### src/rtl/vga_timing_gen.sv
`default_nettype none
// ============================================================================
// Module   : vga_timing_gen
// Purpose  : 640x480@60 raster counters plus delayed sync/blank/markers.
// Revision : 1.0
// ============================================================================
module vga_timing_gen #(
  parameter int H_ACTIVE        = 640,
  parameter int H_FP            = 16,
  parameter int H_SYNC          = 96,
  parameter int H_BP            = 48,
  parameter int V_ACTIVE        = 480,
  parameter int V_FP            = 10,
  parameter int V_SYNC          = 2,
  parameter int V_BP            = 33,
  parameter int SYNC_ACTIVE_LOW = 1,
  parameter int PIPE_DELAY      = 1
) (
  input  logic       vga_clk,
  input  logic       reset,
  input  logic       clk_en,
  output logic [9:0] hcount,
  output logic [9:0] vcount,
  output logic       vga_hs,
  output logic       vga_vs,
  output logic       vga_blank_n,
  output logic       frame_start,
  output logic       line_start
);

  localparam int         c_h_total  = H_ACTIVE + H_FP + H_SYNC + H_BP;
  localparam int         c_v_total  = V_ACTIVE + V_FP + V_SYNC + V_BP;
  localparam logic [9:0] c_h_max    = 10'(c_h_total - 1);
  localparam logic [9:0] c_v_max    = 10'(c_v_total - 1);
  localparam logic [9:0] c_h_active = 10'(H_ACTIVE);
  localparam logic [9:0] c_v_active = 10'(V_ACTIVE);
  localparam logic [9:0] c_hs_first = 10'(H_ACTIVE + H_FP);
  localparam logic [9:0] c_hs_last  = 10'(H_ACTIVE + H_FP + H_SYNC - 1);
  localparam logic [9:0] c_vs_first = 10'(V_ACTIVE + V_FP);
  localparam logic [9:0] c_vs_last  = 10'(V_ACTIVE + V_FP + V_SYNC - 1);
  localparam logic       c_sync_inv = (SYNC_ACTIVE_LOW != 0);

  // Flag vector layout: {hs, vs, active, frame_start, line_start}, all active-high.
  localparam int c_fw = 5;

  logic [9:0]                       r_h_cnt;
  logic [9:0]                       r_v_cnt;
  logic [PIPE_DELAY-1:0][c_fw-1:0]  r_pipe;
  logic [c_fw-1:0]                  w_flags;
  logic [c_fw-1:0]                  w_out;

  always_ff @(posedge vga_clk or posedge reset) begin
    if (reset) begin
      r_h_cnt <= '0;
      r_v_cnt <= '0;
    end else if (clk_en) begin
      if (r_h_cnt == c_h_max) begin
        r_h_cnt <= '0;
        r_v_cnt <= (r_v_cnt == c_v_max) ? 10'd0 : r_v_cnt + 10'd1;
      end else begin
        r_h_cnt <= r_h_cnt + 10'd1;
      end
    end
  end

  always_comb begin
    w_flags    = '0;
    w_flags[4] = (r_h_cnt >= c_hs_first) && (r_h_cnt <= c_hs_last);
    w_flags[3] = (r_v_cnt >= c_vs_first) && (r_v_cnt <= c_vs_last);
    w_flags[2] = (r_h_cnt < c_h_active) && (r_v_cnt < c_v_active);
    w_flags[1] = (r_h_cnt == 10'd0) && (r_v_cnt == 10'd0);
    w_flags[0] = (r_h_cnt == 10'd0);
  end

  // Delay line keeps flags aligned with the renderer's registered ROM data.
  always_ff @(posedge vga_clk or posedge reset) begin
    if (reset) begin
      r_pipe <= '0;
    end else if (clk_en) begin
      r_pipe[0] <= w_flags;
      for (int i = 1; i < PIPE_DELAY; i++) begin
        r_pipe[i] <= r_pipe[i-1];
      end
    end
  end

  assign w_out       = r_pipe[PIPE_DELAY-1];
  assign hcount      = r_h_cnt;
  assign vcount      = r_v_cnt;
  assign vga_hs      = w_out[4] ^ c_sync_inv;
  assign vga_vs      = w_out[3] ^ c_sync_inv;
  assign vga_blank_n = w_out[2];
  assign frame_start = w_out[1];
  assign line_start  = w_out[0];

endmodule
`default_nettype wire

### config.mk
export PLATFORM = sky130hd
export DESIGN_NAME = vga_timing_gen
export DESIGN_NICKNAME = d
export VERILOG_FILES = /design/src/rtl/vga_timing_gen.sv
export SDC_FILE = /design/constraint.sdc
export NUM_CORES = 1
export LEC_CHECK = 0
export ABC_CLOCK_PERIOD_IN_PS = 2400
export CORE_UTILIZATION = 50
export CTS_CLUSTER_SIZE = 16
export DETAILED_ROUTE_END_ITERATION = 12
export PLACE_DENSITY = 0.79
export SLEW_MARGIN = 5
export SYNTH_ARGS = -nofsm -noshare
export SYNTH_HDL_FRONTEND = slang
export SYNTH_SLANG_ARGS = --single-unit
### constraint.sdc
create_clock -name vga_clk -period 2.4 [get_ports vga_clk]
set_input_delay 0.48 -clock vga_clk [delete_from_list [all_inputs] [get_ports vga_clk]]
set_output_delay 0.48 -clock vga_clk [all_outputs]
set_load 0.02 [all_outputs]
==> impl_table.tex <==
\begin{tabular}{lr}
\hline
Metric & Value \\
\hline
\multicolumn{2}{l}{\textbf{Drt}} \\
Count of TritonRoute iterations in the first routing pass & 4 \\
Drc violations & 0 \\
Wire length after detailed routing & 2900 um \\
Mean number of vias per cell & 5.70 \\
Detail Route Antenna Nets & 0 \\
Violation count after the first detailed-route iteration & 24 \\
Routed length per placed instance & 14.6 um \\
Detailed-route via count & 1128 \\
\multicolumn{2}{l}{\textbf{Logic synthesis}} \\
Area contributors post-synth & sky130\_fd\_sc\_hd\_\_dfrtp\_1 (48\%), sky130\_fd\_sc\_hd\_\_nand3\_1 (5.0\%), sky130\_fd\_sc\_hd\_\_ha\_1 (4.8\%) \\
Main flop type after synthesis & sky130\_fd\_sc\_hd\_\_dfrtp\_1 \\
Sequential element share of the synthesized area & 0.476 \\
Area fraction of the dominant cell type after synthesis & 0.476 \\
Synthesized area & 0.00131 mm2 \\
Share of synthesized flip-flops with an asynchronous set or reset & 1.00 \\
Net count after synthesis & 144 \\
EDFF count, synth & 0 \\
Yosys cell types & 31 \\
Register bit count reported by yosys & 25 \\
Cell accounting for the most synthesized area & sky130\_fd\_sc\_hd\_\_dfrtp\_1 \\
Yosys warning total & 0 \\
Average cell area after synthesis & 9.66 um2 \\
Cells after Synth & 136 \\
\multicolumn{2}{l}{\textbf{Min path}} \\
Path category of the worst min-delay check & in2async \\
\multicolumn{2}{l}{\textbf{Placed design}} \\
Count of buffers from port buffering & 27 \\
Half-perimeter wire length after placement & 2040 um \\
Final RePlAce weighted congestion & 0.797 \\
\multicolumn{2}{l}{\textbf{Finish}} \\
Final Net Count & 177 \\
Storage element area & 626 um2 \\
Fillcell total & 224 \\
Relative area change from synthesis to final layout & 26.8\% \\
Antenna Cells & 0 \\
Top library cells by usage in the layout, fill and taps aside & sky130\_fd\_sc\_hd\_\_clkdlybuf4s50\_1 (27), sky130\_fd\_sc\_hd\_\_dfrtp\_1 (25), sky130\_fd\_sc\_hd\_\_nand3\_1 (13) \\
Proportion of layout cells with a drive suffix above 1 & 0.0774 \\
Multi-input gate area in the final layout & 626 um2 \\
Most common cell after layout, fill and taps aside & sky130\_fd\_sc\_hd\_\_clkdlybuf4s50\_1 \\
\multicolumn{2}{l}{\textbf{Floorplanning}} \\
Die X & 53.3 um \\
I/O Pins & 28 \\
Starting density of the core & 0.530 \\
Vertical die dimension & 53.3 um \\
Placeable Area & 0.00248 mm2 \\
Die footprint & 0.00284 mm2 \\
Std-Cell Rows & 18 \\
\multicolumn{2}{l}{\textbf{Global route}} \\
Total routing usage reported by global routing & 0.244 \\
Initial antenna violation count & 0 \\
Overflow left after global routing & 0 \\
Number of global-route vias before repair & 1057 \\
Global-route wire length before repair & 4950 um \\
Pin count of the biggest net entering global routing & 26 \\
\multicolumn{2}{l}{\textbf{Timing}} \\
Final hold vios & 0 \\
Setup repair after global routing missed its margin & no \\
Fin Clk Skew & 0.00145 ns \\
Worst Tran Pin Value & 0.358 ns \\
Period utilisation layout & 0.847 \\
Post-layout min period & 2.03 ns \\
Tightest slew margin relative to the limit & 0.759 \\
Final TNS setup & 0 ns \\
Number of slew-limit violations in the final report & 0 \\
Worst hold slack after final layout & 0.478 ns \\
Maximum clock frequency & 492 MHz \\
Number of setup violations in the final report & 0 \\
\multicolumn{2}{l}{\textbf{Critical path}} \\
Type of destination of the critical path & output port \\
Largest fanout on the critical path & 10 \\
Data arrival time of the critical path & 1.55 ns \\
Critical path's largest stage delay & 0.67 ns \\
Crit Path Class & reg2out \\
Slowest library cell on the worst path & sky130\_fd\_sc\_hd\_\_clkdlybuf4s50\_1 \\
Cell-by-cell trace of the critical path & clkdlybuf4s50\_1 \\
Count of buffering cells on the critical path with inverters included & 1 \\
Critical Path RT & 1.92 ns \\
CP delay by family, top & buffers and inverters \\
Critical path startpoint category & flip-flop \\
\multicolumn{2}{l}{\textbf{CTS}} \\
Num CTS Buffers & 3 \\
Buffers inserted during post-CTS setup optimization & 0 \\
Cell chosen for the clock root & sky130\_fd\_sc\_hd\_\_clkbuf\_4 \\
Number of hold-repair buffers added at the cts stage & 0 \\
CTS tree & yes \\
Longest Clk Path Bufs & 2 \\
Maximum level of the CTS H-tree & 1 \\
Insertion delay of the later-clocked pin in the worst-skew pair & 0.33 ns \\
Clock-pin transition on the worst setup and hold timing paths & 0.15 ns \\
CTS sink count & 25 \\
Number of gates resized after CTS & 0 \\
\multicolumn{2}{l}{\textbf{Power}} \\
PwrDens & 706 mW/mm2 \\
Reported leakage power & 0.725 nW \\
Worst voltage drop across the vdd grid & 0.732 mV \\
\multicolumn{2}{l}{\textbf{Flow run}} \\
Number of maximum-capacitance violations & 0 \\
\multicolumn{2}{l}{\textbf{Status}} \\
Outcome & finished, final reports clean \\
\hline
\end{tabular}
[synthesized netlist by cell type (2+ instances only)]
cell type                  count
sky130_fd_sc_hd__a21oi_1       2
sky130_fd_sc_hd__and3_1        3
sky130_fd_sc_hd__and4_1        3
sky130_fd_sc_hd__buf_2         2
sky130_fd_sc_hd__dfrtp_1      25
sky130_fd_sc_hd__ha_1          5
sky130_fd_sc_hd__inv_1        11
sky130_fd_sc_hd__mux2_2        2
sky130_fd_sc_hd__nand2_1      11
sky130_fd_sc_hd__nand3_1      13
sky130_fd_sc_hd__nand4_1       4
sky130_fd_sc_hd__nand4b_1      4
sky130_fd_sc_hd__nor2_1        7
sky130_fd_sc_hd__nor3_1        6
sky130_fd_sc_hd__nor4b_1       2
sky130_fd_sc_hd__o21ai_0      10
sky130_fd_sc_hd__o22ai_1       3
sky130_fd_sc_hd__or3_1         2
sky130_fd_sc_hd__xnor2_1       6
sky130_fd_sc_hd__xor2_1        4
[where the power goes]
group          total (W)  internal, W  switching, W
Sequential      0.000589     0.000479      0.000110
Combinational   0.000384     0.000195      0.000189
Clock           0.000203    0.0000628      0.000140
[final timing paths]
| check | start | end | slack [ns] | cells after the start |
|---|---|---|---|---|
| max | hcount[4]$_DFFE_PP0P_ | hcount[4] | 0.37 | 1 |
| min | reset | vcount[7]$_DFFE_PP0P_ | 0.48 | 3 |
| max reg2reg | hcount[0]$_DFFE_PP0P_ | vcount[9]$_DFFE_PP0P_ | 0.40 | 5 |
| min reg2reg | r_pipe[3]$_DFFE_PP0P_ | r_pipe[3]$_DFFE_PP0P_ | 0.52 | 1 |
| max in group asynchronous | reset | hcount[7]$_DFFE_PP0P_ | 1.68 | 3 |
| min in group vga_clk | r_pipe[3]$_DFFE_PP0P_ | r_pipe[3]$_DFFE_PP0P_ | 0.52 | 1 |
[cells by family after synthesis]
group / Yosys count / synth area share
xor gates and xnor gates: 10 / 0.0667
adders and majority gates: 5 / 0.0476
buffers and inverters: 15 / 0.0476
DFF: 25 / 0.476
AOI/OAI and AO/OA: 17 / 0.0714
and+or+nand+nor: 61 / 0.266
muxes: 3 / 0.0248
[metrics by stage]
step | utilization | instance area, um2 | std cells | worst slack (ns) | total power [W]
detailed placement | 0.661 | 1640 | 194 | 0.138 | 0.000982
CTS | 0.672 | 1670 | 198 | 0.363 | 0.00118
finish | 0.672 | 1670 | 198 | 0.368 | 0.00118
floorplan | - | 1310 | 136 | 0.412 | 0.000819
global placement | 0.661 | 1640 | 194 | 0.165 | 0.000965
global route | 0.672 | 1670 | 198 | 0.286 | 0.00124
[layer usage]
layer	share of wire	vias up	routed length, um	global-route usage
met5	0	-	0	0
met4	0.018	0	51	0.0921
met3	0.037	5	108	0.0259
met2	0.46	37	1330	0.375
met1	0.49	534	1410	0.348
li1	-	552	-	-
[sequential cells by signal, summed over array words and instances (netlist names)]
register	count
hcount	10
r_pipe	5
vcount	10
[worst register-to-register path, stage by stage (launching register included)]
cell                      delay [ns]
sky130_fd_sc_hd__dfrtp_1        0.45
sky130_fd_sc_hd__ha_1           0.25
sky130_fd_sc_hd__nand4_2        0.12
sky130_fd_sc_hd__or3_1          0.46
sky130_fd_sc_hd__or4_1          0.53
sky130_fd_sc_hd__a21oi_1        0.15
[cell type report]
type | instances | share of cell area
Sequential cell | 25 | 0.376
Multi-Input combinational cell | 96 | 0.376
Timing Repair Buffer | 32 | 0.185
Inverter | 11 | 0.0248
Tap cell | 30 | 0.0225
Clock buffer | 3 | 0.0135
Clock inverter | 1 | 0.00301
(Power assumes the default switching activity.)
